## config.mk

```make
export PLATFORM = sky130hd
export DESIGN_NAME = top
export DESIGN_NICKNAME = d
export VERILOG_FILES = /design/src/rtl/top.sv
export SDC_FILE = /design/constraint.sdc
export NUM_CORES = 1
export LEC_CHECK = 0
export CAP_MARGIN = 30
export CORE_AREA = 4 4 74 76
export DETAILED_ROUTE_END_ITERATION = 16
export DIE_AREA = 0 0 78 80
export MAX_ROUTING_LAYER = met4
export PLACE_DENSITY = 0.77
export RECOVER_POWER = 100
export SLEW_MARGIN = 25
export SYNTH_ARGS = -nofsm -noshare
export SYNTH_HDL_FRONTEND = slang
export SYNTH_SLANG_ARGS = --single-unit
```

## constraint.sdc

```tcl
create_clock -name clk -period 2.6 [get_ports clk]
set_clock_uncertainty 0.1 [all_clocks]
set_input_delay 0.26 -clock clk [delete_from_list [all_inputs] [get_ports clk]]
set_output_delay 0.26 -clock clk [all_outputs]
set_load 0.05 [all_outputs]
```

## src/rtl/top.sv

```systemverilog
// ROM-sum controller: on start1, sums WORDS consecutive entries of a fixed 16-entry ROM
// beginning at start_address, then presents the sum on out with a one-cycle finish strobe.
module top #(
    parameter int unsigned WORDS = 4
) (
    input  logic        clk,
    input  logic        rst,
    input  logic        start1,
    input  logic [3:0]  start_address,
    output logic        finish,
    output logic [15:0] out
);

    typedef enum logic [1:0] {StIdle, StAcc, StDone} state_t;

    state_t      state_q, state_d;
    logic [3:0]  ptr_q, ptr_d;
    logic [4:0]  cnt_q, cnt_d;
    logic [15:0] acc_q, acc_d;
    logic [15:0] out_q, out_d;
    logic        finish_q, finish_d;
    logic [15:0] rom_data;

    // mem[i] = i*i + 1
    always_comb begin
        rom_data = 16'd0;
        unique case (ptr_q)
            4'd0:  rom_data = 16'd1;
            4'd1:  rom_data = 16'd2;
            4'd2:  rom_data = 16'd5;
            4'd3:  rom_data = 16'd10;
            4'd4:  rom_data = 16'd17;
            4'd5:  rom_data = 16'd26;
            4'd6:  rom_data = 16'd37;
            4'd7:  rom_data = 16'd50;
            4'd8:  rom_data = 16'd65;
            4'd9:  rom_data = 16'd82;
            4'd10: rom_data = 16'd101;
            4'd11: rom_data = 16'd122;
            4'd12: rom_data = 16'd145;
            4'd13: rom_data = 16'd170;
            4'd14: rom_data = 16'd197;
            4'd15: rom_data = 16'd226;
            default: rom_data = 16'd0;
        endcase
    end

    always_comb begin
        state_d  = state_q;
        ptr_d    = ptr_q;
        cnt_d    = cnt_q;
        acc_d    = acc_q;
        out_d    = out_q;
        finish_d = 1'b0;
        unique case (state_q)
            StIdle: begin
                if (start1) begin
                    ptr_d   = start_address;
                    acc_d   = 16'd0;
                    cnt_d   = 5'd0;
                    state_d = StAcc;
                end
            end
            StAcc: begin
                acc_d = acc_q + rom_data;
                ptr_d = ptr_q + 4'd1;
                cnt_d = cnt_q + 5'd1;
                if (cnt_q == 5'(WORDS - 1)) begin
                    out_d    = acc_q + rom_data;
                    finish_d = 1'b1;
                    state_d  = StDone;
                end
            end
            StDone: begin
                state_d = StIdle;
            end
            default: state_d = StIdle;
        endcase
    end

    always_ff @(posedge clk) begin
        if (!rst) begin
            state_q  <= StIdle;
            ptr_q    <= 4'd0;
            cnt_q    <= 5'd0;
            acc_q    <= 16'd0;
            out_q    <= 16'd0;
            finish_q <= 1'b0;
        end else begin
            state_q  <= state_d;
            ptr_q    <= ptr_d;
            cnt_q    <= cnt_d;
            acc_q    <= acc_d;
            out_q    <= out_d;
            finish_q <= finish_d;
        end
    end

    assign finish = finish_q;
    assign out    = out_q;

endmodule

```

==> results of run 1 <==
[registers in the layout, summed over array words and instances (netlist names)]
register,count
acc_q,16
cnt_q,5
finish,1
out,16
ptr_q,4
rom_data,8
state_q,2
[layout by cell type, fill, tap and decap left out, types with 8 or more instances in the layout]
cell,Yosys,layout
inv_1,9,9
dlygate4sd3_1,0,17
nand2_1,27,27
ha_1,10,10
a21oi_1,30,30
nor2_1,31,31
dfxtp_1,52,52
nor3_1,7,9
nand3_1,8,8
o21ai_0,16,18
[layer usage]
layer	wire, µm	global-route usage
met5	0	-
met4	112	0.0874
met3	466	0.0384
met2	2730	0.316
met1	2890	0.283
[where the power goes]
| group | switching [mW] | internal [mW] |
|---|---|---|
| clock | 0.276 | 0.217 |
| combinational | 0.119 | 0.0842 |
| sequential | 0.0217 | 0.827 |
| total | 0.416 | 1.13 |
[worst paths after layout]
| path | to | from |
|---|---|---|
| setup / recovery | out[14] | acc_q[0] |
| hold / removal | out[1] | out[1] |
| hold reg to reg | out[1] | out[1] |
| setup reg to reg | out[14] | acc_q[0] |
[worst max-delay path: stages (launching register included)]
cell      delay, ns
dfxtp_1        0.33
ha_1           0.22
fa_1           0.44
a211oi_2       0.29
nor3_1         0.13
or4_4          0.45
and3b_1        0.18
o31a_1         0.26
[cell families after synthesis]
family,count (synthesis),synth area share
muxes,1,0.00376
and+or+nand+nor,123,0.241
AOI/OAI and AO/OA,101,0.248
xor gates and xnor gates,7,0.0230
buffers and inverters,26,0.0385
adders and majority gates,11,0.0545
DFF,52,0.391
[stage by stage]
step                 util  cells
floorplan               -    321
global placement    0.635    406
detailed placement  0.635    406
CTS                 0.655    414
global route        0.650    414
finish              0.650    414
[cell type report]
class                      count  area share
tap                           67      0.0273
clock inverter                 1     0.00244
clock buffer                   7      0.0281
sequential                    52       0.339
inverter                      11      0.0134
multi-input combinational    243       0.494
timing repair buffer          33      0.0958
==> flow_metrics.env, run 1 <==
export IMPL_wl_mm=6.20
export IMPL_io_pins=24
export IMPL_route_vias_total=2399
export IMPL_share_of_post_route_cells_with_drive_strength_above_1=0.0519
export IMPL_clock_insertion_delay_worst_skew_ns=0.32
export IMPL_antenna_diode_count=0
export IMPL_yosysTopAreaCellShare=0.391
export IMPL_setup_viol=0
export IMPL_worstPathMaxFanout=4
export IMPL_fillCellCount=417
export IMPL_postPlaceCellArea_um2=3000
export IMPL_hp_class="reg2reg"
export IMPL_cts_tree="done"
export IMPL_numCtsBuffers=5
export IMPL_slew_violations=0
export IMPL_final_hold_viol_count=0
export IMPL_cap_violations=0
export IMPL_cts_post_setup_buffers_inserted=0
export IMPL_cts_sink_count=52
export IMPL_design_area_um2=3070
export IMPL_timing_critical_path_to_type="flop"
export IMPL_cp_start_kind="flop"
export IMPL_placement_io_buffers=23
export IMPL_vias_per_cell=5.79
export IMPL_cp_arrival_ns=2.61
export IMPL_master_cell_of_the_clock_root_buffer="clkbuf_8"
export IMPL_detailedPlacementHpwl_mm=4.40
export IMPL_area_growth_synth_to_final_pct=15.3
export IMPL_yosysMostFrequentCell="dfxtp_1"
export IMPL_status="completed"
export IMPL_unrepaired_setup_endpoints_after_global_routing="false"
export IMPL_post_synth_inst_count=321
export IMPL_timing_reg2reg_setup_slack_ns=0.1
export IMPL_first_pass_iters=4
export IMPL_power_leakage_nw=1.20
export IMPL_dieWidth_um=78
export IMPL_number_of_flops_mapped_to_enable_cells_by_yosys=0
export IMPL_total_global_routing_overflow=0
export IMPL_fin_setup_tns_ns=0
export IMPL_ctsLongestPathBuffers=2
export IMPL_synth_flop_cell="dfxtp_1"
export IMPL_maximum_frequency_from_static_timing_analysis_mhz=399
export IMPL_critical_path_class="reg2reg"
export IMPL_die_area_um2=6240
export IMPL_drt_iter0_markers=180
export IMPL_die_y_um=80
export IMPL_htreeDepth=2
export IMPL_postLayoutSetupSlackWorst_ns=0.0956
export IMPL_grt_max_degree=24
export IMPL_finalNetCount=364
export IMPL_drc_errors=0
export IMPL_timing_reg2reg_worst_path_depth=7
export IMPL_post_synth_most_frequent_cells="dfxtp_1 (52), nor2_1 (31), a21oi_1 (30)"
export IMPL_ff_latch_area_um2=1040
export IMPL_post_cts_resized=0
export IMPL_max_vdd_ir_drop_v=0.000312
export IMPL_avgRoutedWirePerCell_um=15.0
export IMPL_clock_slew_at_the_register_clock_pins_of_the_worst_setup_and_hold_paths_ns=0.09
export IMPL_synthDominantAreaCellType="dfxtp_1"
export IMPL_yosys_top_cells_area="dfxtp_1 (39%), a21oi_1 (5.6%), ha_1 (4.7%), nor2_1 (4.4%), nand2_1 (3.8%)"
export IMPL_grt_util_all_layers=0.211
export IMPL_timing_max_slew_rel_slack=0.563
export IMPL_area_of_the_mapped_netlist_um2=2660
export IMPL_syn_num_nets=339
export IMPL_routabilityCongestion=0.836
export IMPL_grt_antenna_before_repair=0
export IMPL_multi_input_area_um2=1520
export IMPL_post_cts_hold_buffer_count=0
export IMPL_powerDensity_nw_per_um2=503
export IMPL_ys_types=58
export IMPL_synth_warning_count=0
export IMPL_synth_seq_area_share=0.391
export IMPL_whs_path_depth=2
export IMPL_post_place_ws_ns=0.128
export IMPL_synth_async_sr_flop_share=0
export IMPL_synthesis_area_per_instance_um2=8.30
export IMPL_initial_utilization=0.564
export IMPL_vias_in_the_first_global_route=2104
export IMPL_timing_hold_ws_ns=0.355
export IMPL_final_period_utilization=0.963
export IMPL_grt_first_pass_wirelength_mm=10.1
export IMPL_worstMarginPinSlew_ns=0.649
export IMPL_ys_seq_elements=52
export IMPL_final_period_minus_worst_setup_slack_ns=2.50
export IMPL_post_detailed_route_count_of_antenna_violating_nets=0
export IMPL_rows=25
export IMPL_worst_endpoint_required_ns=2.71
export IMPL_core_box_area_um2=4720
export IMPL_total_design_power_mw=1.54
Power figures use the tool's default switching activity.
==> run 2: changes to the inputs <==
Settings changed: GPL_TIMING_DRIVEN set to 0.
==> run 2 against run 1 <==
Effect of this change:
- power up 4.8%
- final area up 0.16%
- fmax is 0.28% higher
- worst setup slack improved by 0.0069 ns
==> flow_metrics.env, run 2 (same netlist as run 1, synthesis figures left out) <==
export IMPL_master_cell_of_the_clock_root_buffer="clkbuf_8"
export IMPL_grt_max_degree=17
export IMPL_core_box_area_um2=4720
export IMPL_hold_path_startpoint="out[1]"
export IMPL_layout_core_utilization=0.651
export IMPL_total_global_routing_overflow=0
export IMPL_route_vias_total=2492
export IMPL_post_cts_hold_buffer_count=0
export IMPL_ctsLongestPathBuffers=2
export IMPL_grt_antenna_before_repair=0
export IMPL_timing_critical_path_cells="ha_1 -> fa_1 -> a211oi_2 -> nor3_1 -> or4_4 -> and3b_1 -> o31a_1"
export IMPL_powerDensity_nw_per_um2=526
export IMPL_fillCellCount=438
export IMPL_numCtsBuffers=5
export IMPL_cp_arrival_ns=2.59
export IMPL_avgRoutedWirePerCell_um=15.8
export IMPL_io_pins=24
export IMPL_drc_errors=0
export IMPL_clock_insertion_delay_worst_skew_ns=0.30
export IMPL_dieWidth_um=78
export IMPL_grt_util_all_layers=0.231
export IMPL_cts_tree="done"
export IMPL_total_design_power_mw=1.62
export IMPL_wl_mm=6.62
export IMPL_share_of_post_route_cells_with_drive_strength_above_1=0.0313
export IMPL_hp_class="reg2reg"
export IMPL_timing_hold_ws_ns=0.359
export IMPL_vias_per_cell=5.95
export IMPL_htreeDepth=2
export IMPL_finalNetCount=369
export IMPL_timing_max_slew_rel_slack=0.506
export IMPL_slowest_stage="or4_4"
export IMPL_worst_endpoint_required_ns=2.70
export IMPL_critical_path_reg2reg_startpoint="acc_q[0]"
export IMPL_status="completed"
export IMPL_drt_iter0_markers=260
export IMPL_ff_latch_area_um2=1040
export IMPL_cts_sink_count=52
export IMPL_setup_viol=0
export IMPL_hold_end="out[1]"
export IMPL_placement_io_buffers=23
export IMPL_slew_violations=0
export IMPL_worstPathMaxFanout=4
export IMPL_routabilityCongestion=0.932
export IMPL_area_growth_synth_to_final_pct=15.5
export IMPL_grt_first_pass_wirelength_mm=11.1
export IMPL_antenna_diode_count=0
export IMPL_cp_start_kind="flop"
export IMPL_clock_slew_at_the_register_clock_pins_of_the_worst_setup_and_hold_paths_ns=0.10
export IMPL_power_leakage_nw=1.20
export IMPL_first_pass_iters=4
export IMPL_timing_critical_path_to_type="flop"
export IMPL_timing_reg2reg_worst_path_depth=7
export IMPL_initial_utilization=0.564
export IMPL_cts_post_setup_buffers_inserted=0
export IMPL_post_detailed_route_count_of_antenna_violating_nets=0
export IMPL_unrepaired_setup_endpoints_after_global_routing="false"
export IMPL_final_instance_count_excl_fill=419
export IMPL_cpPeakStageDelay_ns=0.46
export IMPL_die_y_um=80
export IMPL_layout_commonest_cell="dfxtp_1"
export IMPL_detailedPlacementHpwl_mm=4.72
export IMPL_post_cts_resized=0
export IMPL_max_vdd_ir_drop_v=0.000454
export IMPL_final_period_minus_worst_setup_slack_ns=2.50
export IMPL_worstMarginPinSlew_ns=0.733
export IMPL_vias_in_the_first_global_route=2342
export IMPL_fin_setup_tns_ns=0
export IMPL_whs_path_depth=2
export IMPL_rows=25
export IMPL_final_period_utilization=0.961
export IMPL_numPlacedInstances=411
export IMPL_cap_violations=0
export IMPL_layout_common_cells="dfxtp_1 (52), nor2_1 (31), a21oi_1 (30)"
export IMPL_worstReg2RegEnd="out[14]"
export IMPL_multi_input_area_um2=1510
export IMPL_timing_reg2reg_setup_slack_ns=0.10
export IMPL_critical_path_class="reg2reg"
export IMPL_die_area_um2=6240
export IMPL_final_hold_viol_count=0
export IMPL_maximum_frequency_from_static_timing_analysis_mhz=400
## run 2: changes by cell type in the layout (fill, tap and decap cells not counted), moves of 2 or more
cell | previous run | this run
and2_0 | 5 | 2
clkbuf_1 | 4 | 15
buf_4 | 7 | 0
dlygate4sd3_1 | 17 | 19
and2_1 | 3 | 6
clkdlybuf4s50_1 | 6 | 4
## run 2: how the worst max path moves through the flow
| stage | from | end | slack (ns) | cells after the start |
|---|---|---|---|---|
| CTS | acc_q[0] | out[14] | 0.08 | 7 |
| global route | acc_q[0] | out[14] | 0.02 | 7 |
| global placement | acc_q[0] | out[14] | 0.11 | 7 |
| finish | acc_q[0] | out[14] | 0.10 | 7 |
| detailed placement | acc_q[0] | out[14] | 0.1 | 7 |
| floorplan | acc_q[0] | out[14] | 0.25 | 7 |
## run 2: area by class of cell
type,count,area share
clock buffer,6,0.0236
tap,67,0.0273
sequential,52,0.338
timing repair buffer,23,0.0749
clock inverter,2,0.0126
inverter,11,0.0134
multi-input combinational,243,0.491
buffer,15,0.0187
## run 2: layer usage
layer	wire (µm)	vias to the layer above	part of all wire	global-route usage
met5	0	-	0	-
met4	31	0	0.0047	0.0594
met3	397	2	0.060	0.0474
met2	3070	74	0.46	0.374
met1	3120	1181	0.47	0.296
li1	-	1235	-	-
## run 2: stage by stage
step,instance area (µm²),worst slack (ns)
CTS,3090,0.0755
detailed placement,2980,0.0975
finish,3080,0.103
global route,3080,0.0191
floorplan,2660,0.247
global placement,2980,0.110
## run 2: worst max-delay path: cells and delay by family, from the launching register on
family	cells	cell delay [ns]
AO/OA/AOI/OAI	2	0.53
flip-flops	1	0.32
adder cells (fa/ha/maj)	2	0.66
AND/OR/NAND/NOR	3	0.78
## run 2: report_power, final
group | internal [mW] | switching (mW)
Combinational | 0.0809 | 0.124
Clock | 0.291 | 0.273
Sequential | 0.827 | 0.0215
Total | 1.20 | 0.419
